`src/rtl/rfid_read_sequencer_if.sv`:
```
// Host-side handshake bundle of the RFID read sequencer: start request,
// busy indication and the frame/status hand-off with its valid/ack pair.
interface rfid_read_sequencer_if #(
    parameter int FRAME_BITS = 96
) ();
    logic                  start;
    logic                  busy;
    logic [FRAME_BITS-1:0] frame_data;
    logic [7:0]            bit_count;
    logic [1:0]            status;
    logic                  frame_valid;
    logic                  frame_ack;

    // Host side: requests reads and consumes frames.
    modport master (
        output start,
        output frame_ack,
        input  busy,
        input  frame_data,
        input  bit_count,
        input  status,
        input  frame_valid
    );

    // Sequencer side: accepts requests and presents frames.
    modport slave (
        input  start,
        input  frame_ack,
        output busy,
        output frame_data,
        output bit_count,
        output status,
        output frame_valid
    );
endinterface

```
`src/rtl/rfid_read_sequencer.sv`:
```
// Owns one read transaction of the FSK Manchester demodulator: clears the
// demodulator, shifts in one decoded bit per trigger toggle, closes the frame
// on full length, postamble or inactivity, and hands it to the host.
module rfid_read_sequencer #(
    parameter int FRAME_BITS     = 96,
    parameter int ARM_CYCLES     = 4,
    parameter int TIMEOUT_CYCLES = 20000
) (
    input  logic                  sqwv,
    input  logic                  manual,
    input  logic                  bit_in,
    input  logic                  bit_toggle,
    input  logic                  demod_done,
    output logic                  demod_clr,
    rfid_read_sequencer_if.slave  host
);

    typedef enum logic [1:0] {
        IDLE    = 2'd0,
        ARM     = 2'd1,
        COLLECT = 2'd2,
        OUT     = 2'd3
    } state_t;

    localparam int ARM_W = (ARM_CYCLES > 1) ? $clog2(ARM_CYCLES) : 1;
    localparam logic [ARM_W-1:0] ARM_LAST   = ARM_W'(ARM_CYCLES - 1);
    localparam logic [7:0]       FULL_COUNT = 8'(FRAME_BITS);
    localparam logic [23:0]      TO_LAST    = 24'(TIMEOUT_CYCLES - 1);

    localparam logic [1:0] ST_OK      = 2'b00;
    localparam logic [1:0] ST_SHORT   = 2'b01;
    localparam logic [1:0] ST_TIMEOUT = 2'b10;

    state_t                state_reg, state_next;
    logic [ARM_W-1:0]      arm_cnt_reg, arm_cnt_next;
    logic [FRAME_BITS-1:0] frame_data_reg, frame_data_next;
    logic [7:0]            bit_count_reg, bit_count_next;
    logic [1:0]            status_reg, status_next;
    logic [23:0]           timeout_reg, timeout_next;
    logic                  prev_tog_reg;
    logic                  demod_clr_reg;
    logic                  busy_reg;
    logic                  frame_valid_reg;
    logic                  tog_evt;

    // Any level change of the demodulator trigger is one new bit.
    assign tog_evt = bit_toggle ^ prev_tog_reg;

    // Next-state and datapath updates; exits are judged on post-capture values
    // so a bit arriving together with postamble or timeout is kept.
    always_comb begin
        state_next      = state_reg;
        arm_cnt_next    = arm_cnt_reg;
        frame_data_next = frame_data_reg;
        bit_count_next  = bit_count_reg;
        status_next     = status_reg;
        timeout_next    = timeout_reg;
        case (state_reg)
            IDLE: begin
                frame_data_next = '0;
                bit_count_next  = '0;
                status_next     = ST_OK;
                timeout_next    = '0;
                arm_cnt_next    = '0;
                if (host.start) begin
                    state_next = ARM;
                end
            end
            ARM: begin
                if (arm_cnt_reg == ARM_LAST) begin
                    state_next = COLLECT;
                end else begin
                    arm_cnt_next = arm_cnt_reg + 1'b1;
                end
            end
            COLLECT: begin
                if (tog_evt) begin
                    frame_data_next = {frame_data_reg[FRAME_BITS-2:0], bit_in};
                    bit_count_next  = bit_count_reg + 8'd1;
                    timeout_next    = '0;
                end else if (timeout_reg != 24'hFF_FFFF) begin
                    timeout_next = timeout_reg + 24'd1;
                end
                if (bit_count_next == FULL_COUNT) begin
                    state_next  = OUT;
                    status_next = ST_OK;
                end else if (demod_done) begin
                    state_next  = OUT;
                    status_next = ST_SHORT;
                end else if (!tog_evt && timeout_next >= TO_LAST) begin
                    state_next  = OUT;
                    status_next = ST_TIMEOUT;
                end
            end
            OUT: begin
                if (host.frame_ack) begin
                    state_next = IDLE;
                end
            end
            default: begin
                state_next = IDLE;
            end
        endcase
    end

    // State and registered outputs; the manual reset overrides everything.
    always_ff @(posedge sqwv) begin
        if (manual) begin
            state_reg       <= IDLE;
            arm_cnt_reg     <= '0;
            frame_data_reg  <= '0;
            bit_count_reg   <= '0;
            status_reg      <= ST_OK;
            timeout_reg     <= '0;
            prev_tog_reg    <= 1'b0;
            demod_clr_reg   <= 1'b0;
            busy_reg        <= 1'b0;
            frame_valid_reg <= 1'b0;
        end else begin
            state_reg       <= state_next;
            arm_cnt_reg     <= arm_cnt_next;
            frame_data_reg  <= frame_data_next;
            bit_count_reg   <= bit_count_next;
            status_reg      <= status_next;
            timeout_reg     <= timeout_next;
            prev_tog_reg    <= bit_toggle;
            demod_clr_reg   <= (state_next == ARM);
            busy_reg        <= (state_next != IDLE);
            frame_valid_reg <= (state_next == OUT);
        end
    end

    assign demod_clr        = demod_clr_reg;
    assign host.busy        = busy_reg;
    assign host.frame_data  = frame_data_reg;
    assign host.bit_count   = bit_count_reg;
    assign host.status      = status_reg;
    assign host.frame_valid = frame_valid_reg;

endmodule

```
`src/flat_wrapper.sv`:
```
// flat-port wrapper written by rule: the top's interface ports become plain ports
module rfid_read_sequencer_flat 
#(
    parameter int FRAME_BITS     = 96,
    parameter int ARM_CYCLES     = 4,
    parameter int TIMEOUT_CYCLES = 20000
)
  (sqwv, manual, bit_in, bit_toggle, demod_done, demod_clr, host_start, host_frame_ack, host_busy, host_frame_data, host_bit_count, host_status, host_frame_valid);
  rfid_read_sequencer_if #(.FRAME_BITS(FRAME_BITS)) host_i ();
  input  logic sqwv;
  input  logic manual;
  input  logic bit_in;
  input  logic bit_toggle;
  input  logic demod_done;
  output logic demod_clr;
  input wire logic [$bits(host_i.start)-1:0] host_start;
  input wire logic [$bits(host_i.frame_ack)-1:0] host_frame_ack;
  output wire logic [$bits(host_i.busy)-1:0] host_busy;
  output wire logic [$bits(host_i.frame_data)-1:0] host_frame_data;
  output wire logic [$bits(host_i.bit_count)-1:0] host_bit_count;
  output wire logic [$bits(host_i.status)-1:0] host_status;
  output wire logic [$bits(host_i.frame_valid)-1:0] host_frame_valid;
  assign host_i.start = host_start;
  assign host_i.frame_ack = host_frame_ack;
  assign host_busy = host_i.busy;
  assign host_frame_data = host_i.frame_data;
  assign host_bit_count = host_i.bit_count;
  assign host_status = host_i.status;
  assign host_frame_valid = host_i.frame_valid;
  rfid_read_sequencer #(.FRAME_BITS(FRAME_BITS), .ARM_CYCLES(ARM_CYCLES), .TIMEOUT_CYCLES(TIMEOUT_CYCLES)) u_core (.sqwv(sqwv), .manual(manual), .bit_in(bit_in), .bit_toggle(bit_toggle), .demod_done(demod_done), .demod_clr(demod_clr), .host(host_i));
endmodule
```
`config.mk`:
```
export PLATFORM = sky130hd
export DESIGN_NAME = rfid_read_sequencer_flat
export DESIGN_NICKNAME = d
export VERILOG_FILES = /design/src/rtl/rfid_read_sequencer_if.sv /design/src/rtl/rfid_read_sequencer.sv /design/src/flat_wrapper.sv
export SDC_FILE = /design/constraint.sdc
export NUM_CORES = 1
export LEC_CHECK = 0
export ABC_AREA = 1
export BUFFER_PORTS_ARGS = -buffer_cell sky130_fd_sc_hd__buf_2
export CAP_MARGIN = 20
export CORE_MARGIN = 4
export CORE_UTILIZATION = 46
export DETAILED_ROUTE_END_ITERATION = 16
export PLACE_DENSITY = 0.69
export SETUP_SLACK_MARGIN = 0.05
export SLEW_MARGIN = 20
export SYNTH_ARGS = -nofsm -noshare
export SYNTH_HDL_FRONTEND = slang
export SYNTH_SLANG_ARGS = --single-unit
```
`constraint.sdc`:
```
create_clock -name sqwv -period 2.5 [get_ports sqwv]
set_clock_uncertainty 0.2 [all_clocks]
set_input_delay 0.5 -clock sqwv [delete_from_list [all_inputs] [get_ports sqwv]]
set_output_delay 0.5 -clock sqwv [all_outputs]
set_load 0.03 [all_outputs]
```
# After elaboration in Yosys (flattened, before gate mapping)

Index checks and enable logic that the tools add are counted.
W data, S select, Z words.

Register bits: 138
Latch bits: 0
RAM bits: 0
Bits in read-only memories: 0
Bits of input ports: 7
Output and inout port bits: 109
Word-level logic and storage cells: 57
Memories kept: 0

$add $sub $neg: 3
$mul: 0
Divide/modulo/power cells: 0
Magnitude comparators: 1
Equality and inequality tests: 11
Shift-type cells: 0
Multiplexer cells: 22
Bitwise operators: 1
Reductions and logical operators: 9

Operators by type and width:

| kind                    | count |
|---|---|
| $pmux W96 S2            | 1 |
| $mux W96                | 1 |
| $mux W24                | 3 |
| $pmux W24 S2            | 1 |
| $add A24 B1 Y24 const B | 1 |
| $ge A24 B15 Y1 const B  | 1 |
| $ne A24 B24 Y1 const B  | 1 |
| $mux W2                 | 10 |
| $mux W8                 | 2 |
| $pmux W8 S2             | 1 |
| $add A8 B1 Y8 const B   | 1 |
| $eq A2 B2 Y1 const B    | 4 |
| $eq A8 B7 Y1 const B    | 1 |
| $pmux W2 S2             | 2 |
| $pmux W2 S4             | 1 |
| $reduce_and A2 Y1       | 3 |
| $reduce_bool A2 Y1      | 3 |
| $eq A2 B1 Y1 const B    | 2 |
| $ne A4 B2 Y1 const B    | 1 |
| $add A2 B1 Y2 const B   | 1 |
| $logic_not A2 Y1        | 1 |
| $ne A2 B1 Y1 const B    | 1 |
| $ne A2 B2 Y1 const B    | 1 |
| $logic_and A1 B1 Y1     | 1 |
| other kinds (2)         | 2 |

# Logic depth before layout (Yosys ltp)

Gate-level depths: netlist of the first run.

Depth after elaboration: 11
Depth in mapped cells: 18
Gate-level depth less buffers: 18

# Worst setup path before layout of the first run

OpenSTA, ideal clock, no wires.

Path kind: register to register
Start: register u_core.timeout_reg[0]
End: register u_core.status_reg[0], in the netlist u_core.host.status[0]
Library setup time: 0.131 ns
Arrival time: 2.119 ns
Data required time: 2.169 ns
Setup slack: 0.051 ns
Cell stages (with the launch flop): 18
Path buffers: 1
Period minus slack after synthesis: 2.449 ns
Path through: dfxtp_1 ha_1 inv_2 nor2_4 nand2_4 nor2_4 nand2_4 buf_6 nand3_2 nand2_2 nor2_2 nand2_1 nor2_1 nand4_1 nand3_2 nand2_1 nand2_1 a21oi_2

Cells in the longest elaborated chain, start to end: 8
Elaborated cells on any way between the ends: 9
Classes of those cells: 1 x add/sub; 1 x order compare; 2 x eq/ne; 3 x mux; 2 x reduce/logical

Ends and longest elaborated chain:

| item                                                     | RTL line                                             | text |
|---|---|---|
| start: declaration                                       | rfid_read_sequencer.sv:39                            | `logic [23:0] timeout_reg, timeout_next;` |
| start signal: assignment                                 | rfid_read_sequencer.sv:125                           | `timeout_reg <= timeout_next;` |
| $add A24 B1 Y24 / $ne A24 B24 Y1 (equally long branches) | rfid_read_sequencer.sv:82, rfid_read_sequencer.sv:81 |  |
| $mux W24 *                                               | rfid_read_sequencer.sv:81                            | `end else if (timeout_reg != 24'hFF_FFFF) begin` |
| $mux W24 *                                               | rfid_read_sequencer.sv:77                            | `if (tog_evt) begin` |
| $mux W24 *                                               | rfid_read_sequencer.sv:58                            | `case (state_reg)` |
| $ge A24 B15 Y1 *                                         | rfid_read_sequencer.sv:90                            | `end else if (!tog_evt && timeout_next >= TO_LAST) begin` |
| $logic_and A1 B1 Y1 *                                    | rfid_read_sequencer.sv:90                            |  |
| $ne A4 B2 Y1 (no source line) *                          | --                                                   |  |
| $reduce_and A2 Y1 (no source line) *                     | --                                                   |  |
| end signal: assignment                                   | rfid_read_sequencer.sv:124                           | `status_reg <= status_next;` |
| end: declaration                                         | rfid_read_sequencer.sv:38                            | `logic [1:0] status_reg, status_next;` |

Every way passes the cells marked *; elsewhere a longest branch is shown, timed or not. The select of a mux whose other input is x is not followed.
A chain may end at the register's enable or synchronous reset.

# Worst setup path in the final report of the first run

Start: register u_core.timeout_reg[9]
End: register u_core.demod_clr_reg, in the netlist u_core.demod_clr

Cells in the longest elaborated chain, start to end: 11
Elaborated cells on any way between the ends: 12
Classes of those cells: 1 x add/sub; 1 x order compare; 2 x eq/ne; 7 x mux; 1 x reduce/logical

Ends and longest elaborated chain:

| item                                                     | RTL line                                             | text |
|---|---|---|
| $add A24 B1 Y24 / $ne A24 B24 Y1 (equally long branches) | rfid_read_sequencer.sv:82, rfid_read_sequencer.sv:81 |  |
| $mux W24 *                                               | rfid_read_sequencer.sv:81                            |  |
| $mux W24 *                                               | rfid_read_sequencer.sv:77                            |  |
| $mux W24 *                                               | rfid_read_sequencer.sv:58                            |  |
| $ge A24 B15 Y1 *                                         | rfid_read_sequencer.sv:90                            |  |
| $logic_and A1 B1 Y1 *                                    | rfid_read_sequencer.sv:90                            |  |
| $mux W2 *                                                | rfid_read_sequencer.sv:90                            |  |
| $mux W2 *                                                | rfid_read_sequencer.sv:87                            | `end else if (demod_done) begin` |
| $mux W2 *                                                | rfid_read_sequencer.sv:84                            | `if (bit_count_next == FULL_COUNT) begin` |
| $pmux W2 S4 *                                            | rfid_read_sequencer.sv:58                            |  |
| $eq A2 B1 Y1 *                                           | rfid_read_sequencer.sv:127                           | `demod_clr_reg <= (state_next == ARM);` |
| end signal: assignment                                   | rfid_read_sequencer.sv:127                           |  |
| end: declaration                                         | rfid_read_sequencer.sv:41                            | `logic demod_clr_reg;` |

Marked as above.

==> run_results.csv, run 1 <==
group,metric,value,unit
die,die_w,124,um
die,die-height,124,um
sta,worst_pin_slew,0.680,ns
setup_path,path_cells,"nand2_2 > nor2_4 > nand2_1 > nor2_4 > nand2_8 > buf_8 > nand3_4 > nand2_4 > nor2_4 > nand2_1 > nor2_1 > nand4_1 > nand3_2 > buf_6 > nand3_4 > nor2_2",
run,drv_cap,0,
setup_path,cpMostUsedCell,"nor2_4",
global_route,grt_pass1_vias,5831,
sta,period_needed,2.37,ns
synthesis,synth_compound_area_frac,0.197,
setup_path,max_stage_delay,0.37,ns
power_and_ir_drop,p_leak,3.27,nW
setup_path,critPathBufInv,2,
worst_hold_path,holdCritPathClass,"input pin to flip-flop",
setup_path,cp_slowest_cell,"dfxtp_4",
global_route,antenna_found_initial,0,
global_route,grt_pass1_wl,27700,um
place,dp.cells,1177,
synthesis,synth_top_family_by_area,"simple AND/OR/NAND/NOR gates",
synthesis,ys_warn_count,0,
clock_tree,cts_tree,"done",
setup_path,required,2.65,ns
detailed_routing,drt_iter0_markers,389,
place,place_worst_setup_slack,-0.0436,ns
setup_path,cp_top_family,"simple AND/OR/NAND/NOR gates",
place,port_buffers,115,
layout,final_nets,1035,
die,coreArea,13200,sq um
synthesis,syn_avg_cell_area,6.98,sq um
detailed_routing,antenna_left,0,
synthesis,synth_cell_types,31,
setup_path,worstSetupStartpointType,"flip-flop",
synthesis,syn_nets,902,
global_route,grt.met2_usage,0.320,
run_status,outcome,"complete, no violations",
place,hpwl,10900,um
clock_tree,cts.sinks,138,
clock_tree,clk_latency,0.42,ns
die,die_area,15500,sq um
detailed_routing,routed_wl,16600,um
synthesis,synth_cells,892,
setup_path,criticalPathCategory,"flip-flop to flip-flop",
layout,syn_to_final_growth,31.2,%
power_and_ir_drop,power_density,606,nW/um^2
synthesis,synth_adder_area_share,0.00603,
worst_hold_path,min_path_cells,3,
die,ios,116,
synthesis,syn_area,6220,sq um
synthesis,yosys.area_share.simple,0.279,
place,place_congestion,0.894,
worst_hold_path,min-delay-start,"bit_in",
setup_path,r2r_cells,16,
clock_tree,cts_max_level,4,
sta,finalSetupViolCount,0,
synthesis,synth_xor_area_frac,0.00985,
global_route,busiest_layer,"met2",
setup_path,path_max_fanout,7,
layout,instances_no_fill,1214,
setup_path,r2r_start,"u_core.timeout_reg[9]$_SDFFE_PP0P_",
sta,relSlewSlack,0.547,
global_route,grt-ovfl-total,0,
sta,hold_viol,0,
sta,fmax,0.421,GHz
sta,slew_violations,0,
clock_tree,path_clk_slew,0.06,ns
detailed_routing,avgViaCountPerCell,5.18,
die,initial_core_util,0.470,
layout,drive_above_1_share,0.273,
sta,fin_hold_ws,0.136,ns
synthesis,synth-edff-count,0,
global_route,grt_max_degree,76,
clock_tree,clockBufferDepth,2,
setup_path,cp-end-kind,"flip-flop",
global_route,grtUsageTotal,0.211,
layout,diodes,0,
synthesis,yosys_register_bits,138,
synthesis,ys_async_sr_fraction,0,
clock_tree,cts_root_buf,"clkbuf_16",
sta,setup_slack,0.127,ns
worst_hold_path,holdPathEnd,"u_core.host.frame_data[0]$_SDFFE_PP0P_",
sta,finalCritPeriodShare,0.949,
synthesis,ys_seq_area_frac,0.444,
detailed_routing,drt_drc_violations_left,0,
global_route,grt_use_met1,0.278,
detailed_routing,routedWlPerCell,13.7,um
setup_path,cp.arrival,2.53,ns
setup_path,reg2reg_slack,0.13,ns
layout,largest_reg_flops,96,
detailed_routing,first_pass_iters,5,
synthesis,synthMuxAreaShare,0,
die,rows,42,
clock_tree,cts_buffers,17,
global_route,grtUsageMet3,0.0600,
synthesis,ys.flop_type,"dfxtp_1",
setup_path,rr_endpoint,"u_core.demod_clr$_SDFF_PP0_",
detailed_routing,vias,6293,
sta,rsz0062_at_grt,"true",
power_and_ir_drop,peakVddDrop,518,uV
[synthesized netlist by cell type, types with 3 or more instances]
cell | count | share of area
buf_2 | 4 | 0.0032
or2_2 | 6 | 0.0060
nand4_1 | 9 | 0.0090
a21oi_1 | 130 | 0.10
clkbuf_1 | 46 | 0.028
nand2_1 | 271 | 0.16
nor2_2 | 6 | 0.0060
nand3_1 | 32 | 0.026
nor2_4 | 4 | 0.0072
nor2_1 | 55 | 0.033
nand3_2 | 8 | 0.013
inv_1 | 39 | 0.024
o21ai_0 | 107 | 0.086
nand3b_1 | 6 | 0.0072
ha_1 | 3 | 0.0060
xor2_1 | 5 | 0.0070
dfxtp_1 | 138 | 0.44
[what timing repair did]
action / CTS / global route
hold buffers: 0 / 0
hold endpoints to repair: 0 / 0
setup endpoints to repair: 0 / 6
gates resized for setup: 0 / 78
setup buffers: 0 / 5
[where the power goes]
group	internal [mW]	switching, mW	leakage, nW	total, mW
clock network	1.62	0.946	0.291	2.57
logic	0.0378	0.134	1.86	0.172
registers	2.20	0.00395	1.12	2.21
[cell type report]
class | instances | area, sq um
well taps | 176 | 220
flip-flops and latches | 138 | 2800
multi-input cells | 656 | 3280
clock buffers | 22 | 464
clock inverters | 10 | 141
fillers | 1274 | 5080
inverters | 42 | 158
repair buffers | 170 | 1110
[kinds of logic after synthesis]
| logic type | after synthesis |
|---|---|
| buffers and inverters | 98 |
| xor gates and xnor gates | 7 |
| AOI/OAI and AO/OA | 242 |
| and+or+nand+nor | 404 |
| adders and majority gates | 3 |
| DFF | 138 |
[placed cells by master (no fill, tap or decap), types with 8 or more instances in the layout]
cell type / instances
a21oi_1: 130
buf_12: 8
buf_2: 114
buf_4: 45
clkbuf_16: 17
dfxtp_1: 120
dfxtp_2: 13
inv_1: 39
nand2_1: 260
nand2_2: 12
nand3_1: 28
nand4_1: 9
nor2_1: 38
nor2_2: 14
nor2_4: 13
o21ai_0: 103
[per-stage QoR]
step	power [mW]	util	instance area (sq um)	setup TNS [ns]
3_3_place_gp	2.43	0.550	7280	0
6_report	4.95	0.616	8160	0
3_5_place_dp	2.43	0.550	7280	-0.109
5_1_grt	5.10	0.616	8160	-0.146
2_1_floorplan	2.37	-	6220	0
4_1_cts	4.98	0.595	7880	0
[layer usage]
metal,up-vias,part of all wire
met5,-,0
met4,0,0.028
met3,35,0.066
met2,171,0.44
met1,2887,0.46
li1,3200,-
[worst max path at each step]
stage,startpoint,end,slack (ns),depth (start not counted)
5_1_grt,u_core.timeout_reg[0]$_SDFFE_PP0P_,u_core.demod_clr$_SDFF_PP0_,-0.05,17
3_5_place_dp,bit_toggle,u_core.demod_clr$_SDFF_PP0_,-0.04,16
6_report,u_core.timeout_reg[9]$_SDFFE_PP0P_,u_core.demod_clr$_SDFF_PP0_,0.13,16
4_1_cts,u_core.timeout_reg[0]$_SDFFE_PP0P_,u_core.demod_clr$_SDFF_PP0_,0.06,16
2_1_floorplan,u_core.timeout_reg[0]$_SDFFE_PP0P_,u_core.host.status[0]$_SDFFE_PP0P_,0.05,17
3_3_place_gp,bit_toggle,u_core.demod_clr$_SDFF_PP0_,0.02,16
[worst reg2reg max path, cell delays in order (launching register included)]
cell	delay (ns)
dfxtp_4	0.37
nand2_2	0.09
nor2_4	0.13
nand2_1	0.09
nor2_4	0.20
nand2_8	0.11
buf_8	0.17
nand3_4	0.07
nand2_4	0.06
nor2_4	0.11
nand2_1	0.06
nor2_1	0.10
nand4_1	0.13
nand3_2	0.15
buf_6	0.12
nand3_4	0.06
nor2_2	0.10
Power figures use the tool's default switching activity.
==> run 2: changes to the inputs <==
PLACE_DENSITY = 0.66   (was 0.69)
SKIP_LAST_GASP = 1   (was default)
clock period = 2.25 ns   (was 2.5 ns; I/O delays follow)
==> run_results.csv, run 2 (same netlist as run 1, synthesis figures left out) <==
group,metric,value,unit
layout,final_nets,1084,
run_status,outcome,"complete, but fails checks",
sta,rsz0062_at_grt,"true",
place,port_buffers,115,
clock_tree,cts_root_buf,"clkbuf_16",
die,ios,116,
sta,finalCritPeriodShare,1.04,
global_route,grt_pass1_wl,28300,um
place,place_worst_setup_slack,-0.209,ns
run,drv_cap,0,
die,die-height,124,um
global_route,grt_max_degree,64,
worst_hold_path,holdCritPathClass,"input pin to flip-flop",
setup_path,reg2reg_slack,-0.1,ns
setup_path,criticalPathCategory,"flip-flop to flip-flop",
sta,finalSetupViolCount,6,
power_and_ir_drop,p_leak,3.65,nW
sta,setup_slack,-0.0980,ns
layout,diodes,0,
layout,stdcell_area,8690,sq um
setup_path,required,2.36,ns
clock_tree,cts_max_level,4,
worst_hold_path,holdPathEnd,"u_core.prev_tog_reg$_SDFF_PP0_",
detailed_routing,routed_wl,17600,um
clock_tree,cts_tree,"done",
setup_path,r2r_start,"u_core.timeout_reg[0]$_SDFFE_PP0P_",
power_and_ir_drop,power_density,652,nW/um^2
detailed_routing,drt_drc_violations_left,0,
layout,largest_reg_flops,96,
global_route,grt_pass1_vias,5853,
layout,syn_to_final_growth,39.7,%
power_and_ir_drop,peakVddDrop,794,uV
sta,relSlewSlack,0.679,
die,die_w,124,um
detailed_routing,vias,6475,
layout,final_cell_mix,"nand2_1 (255), a21oi_1 (129), dfxtp_1 (123), buf_2 (114), o21ai_0 (105)",
setup_path,rr_endpoint,"u_core.host.status[1]$_SDFFE_PP0P_",
global_route,grtUsageTotal,0.218,
setup_path,path_max_fanout,8,
place,hpwl,11300,um
run_status,violations,"setup timing",
die,die_area,15500,sq um
sta,fmax,0.426,GHz
sta,worst_pin_slew,0.481,ns
clock_tree,clk_latency,0.42,ns
worst_hold_path,min-delay-start,"bit_toggle",
detailed_routing,drt_iter0_markers,433,
clock_tree,cts_buffers,17,
place,place_congestion,0.854,
die,coreArea,13200,sq um
detailed_routing,routedWlPerCell,14.0,um
detailed_routing,first_pass_iters,5,
clock_tree,cts_hold_buf,0,
place,place_area,7600,sq um
clock_tree,cts.sinks,138,
setup_path,cp-end-kind,"flip-flop",
global_route,grt-ovfl-total,0,
sta,slew_violations,0,
detailed_routing,antenna_left,0,
layout,drive_above_1_share,0.327,
die,initial_core_util,0.470,
clock_tree,clockBufferDepth,2,
sta,hold_viol,0,
die,rows,42,
global_route,antenna_found_initial,0,
sta,period_needed,2.35,ns
setup_path,r2r_cells,17,
worst_hold_path,min_path_cells,3,
setup_path,cp.arrival,2.45,ns
detailed_routing,avgViaCountPerCell,5.13,
clock_tree,path_clk_slew,0.06,ns
setup_path,worstSetupStartpointType,"flip-flop",
layout,mostFrequentLayoutCell,"nand2_1",
==> run 2: final cells by class <==
class / count / area (sq um)
multi-input cells: 657 / 3390
inverters: 42 / 161
clock buffers: 24 / 523
clock inverters: 8 / 126
repair buffers: 218 / 1470
flip-flops and latches: 138 / 2800
well taps: 176 / 220
fillers: 1171 / 4550
==> run 2: critical path, stage by stage, from the launching register on <==
cell and delay (ns):
dfxtp_4 0.35, ha_4 0.15, inv_4 0.04, nor2_4 0.14
nand2_4 0.08, nor2_4 0.12, buf_12 0.13, nand2_8 0.09
nand3_2 0.08, nand2_1 0.06, nor2_2 0.10, nand2_1 0.07
nor2_2 0.12, nand4_1 0.16, nand3_4 0.15, nand2_4 0.07
nand2_2 0.07, a21oi_2 0.04
==> run 2: metal layers <==
layer,share of wire,GRT usage,up-vias
met5,0,0,-
met4,0.018,0.0709,0
met3,0.057,0.0549,26
met2,0.47,0.347,150
met1,0.46,0.289,2996
li1,-,-,3303
==> run 2: per-stage QoR <==
step | hold slack (ns) | cells | TNS [ns] | utilization | power [mW]
4_1_cts | 0.0584 | 1263 | -0.0168 | 0.646 | 5.70
6_report | 0.0647 | 1263 | -0.337 | 0.657 | 5.67
5_1_grt | 0.0872 | 1263 | -1.27 | 0.657 | 5.83
2_1_floorplan | 0.243 | 892 | 0 | - | 2.63
3_5_place_dp | 0.265 | 1220 | -1.00 | 0.574 | 2.70
3_3_place_gp | 0.256 | 1220 | -0.905 | 0.574 | 2.70
==> run 2: worst max-delay path by stage <==
stage / endpoint / cells past startpoint / slack (ns) / start
after detailed placement: u_core.host.status[1]$_SDFFE_PP0P_ / 15 / -0.21 / u_core.timeout_reg[1]$_SDFFE_PP0P_
after global routing: u_core.host.status[0]$_SDFFE_PP0P_ / 17 / -0.27 / u_core.timeout_reg[9]$_SDFFE_PP0P_
final: u_core.host.status[1]$_SDFFE_PP0P_ / 17 / -0.1 / u_core.timeout_reg[0]$_SDFFE_PP0P_
after global placement: u_core.host.status[0]$_SDFFE_PP0P_ / 15 / -0.19 / u_core.timeout_reg[1]$_SDFFE_PP0P_
after floorplan: u_core.host.status[0]$_SDFFE_PP0P_ / 17 / 0.04 / u_core.timeout_reg[0]$_SDFFE_PP0P_
after CTS: u_core.host.status[0]$_SDFFE_PP0P_ / 18 / -0.008 / u_core.timeout_reg[1]$_SDFFE_PP0P_
==> run 2: report_power, final <==
| group | switching [mW] | leakage, nW | internal, mW |
|---|---|---|---|
| Clock | 1.06 | 0.319 | 1.96 |
| Sequential | 0.0135 | 1.12 | 2.45 |
| Combinational | 0.144 | 2.21 | 0.0467 |
| Total | 1.21 | 3.65 | 4.45 |
==> run 2: timing repair <==
item / in CTS / in global routing
resized for setup: 59 / 39
gates cloned: 1 / 0
pin swaps: 22 / 24
setup endpoints to repair: 6 / 6
buffers inserted: 10 / 0
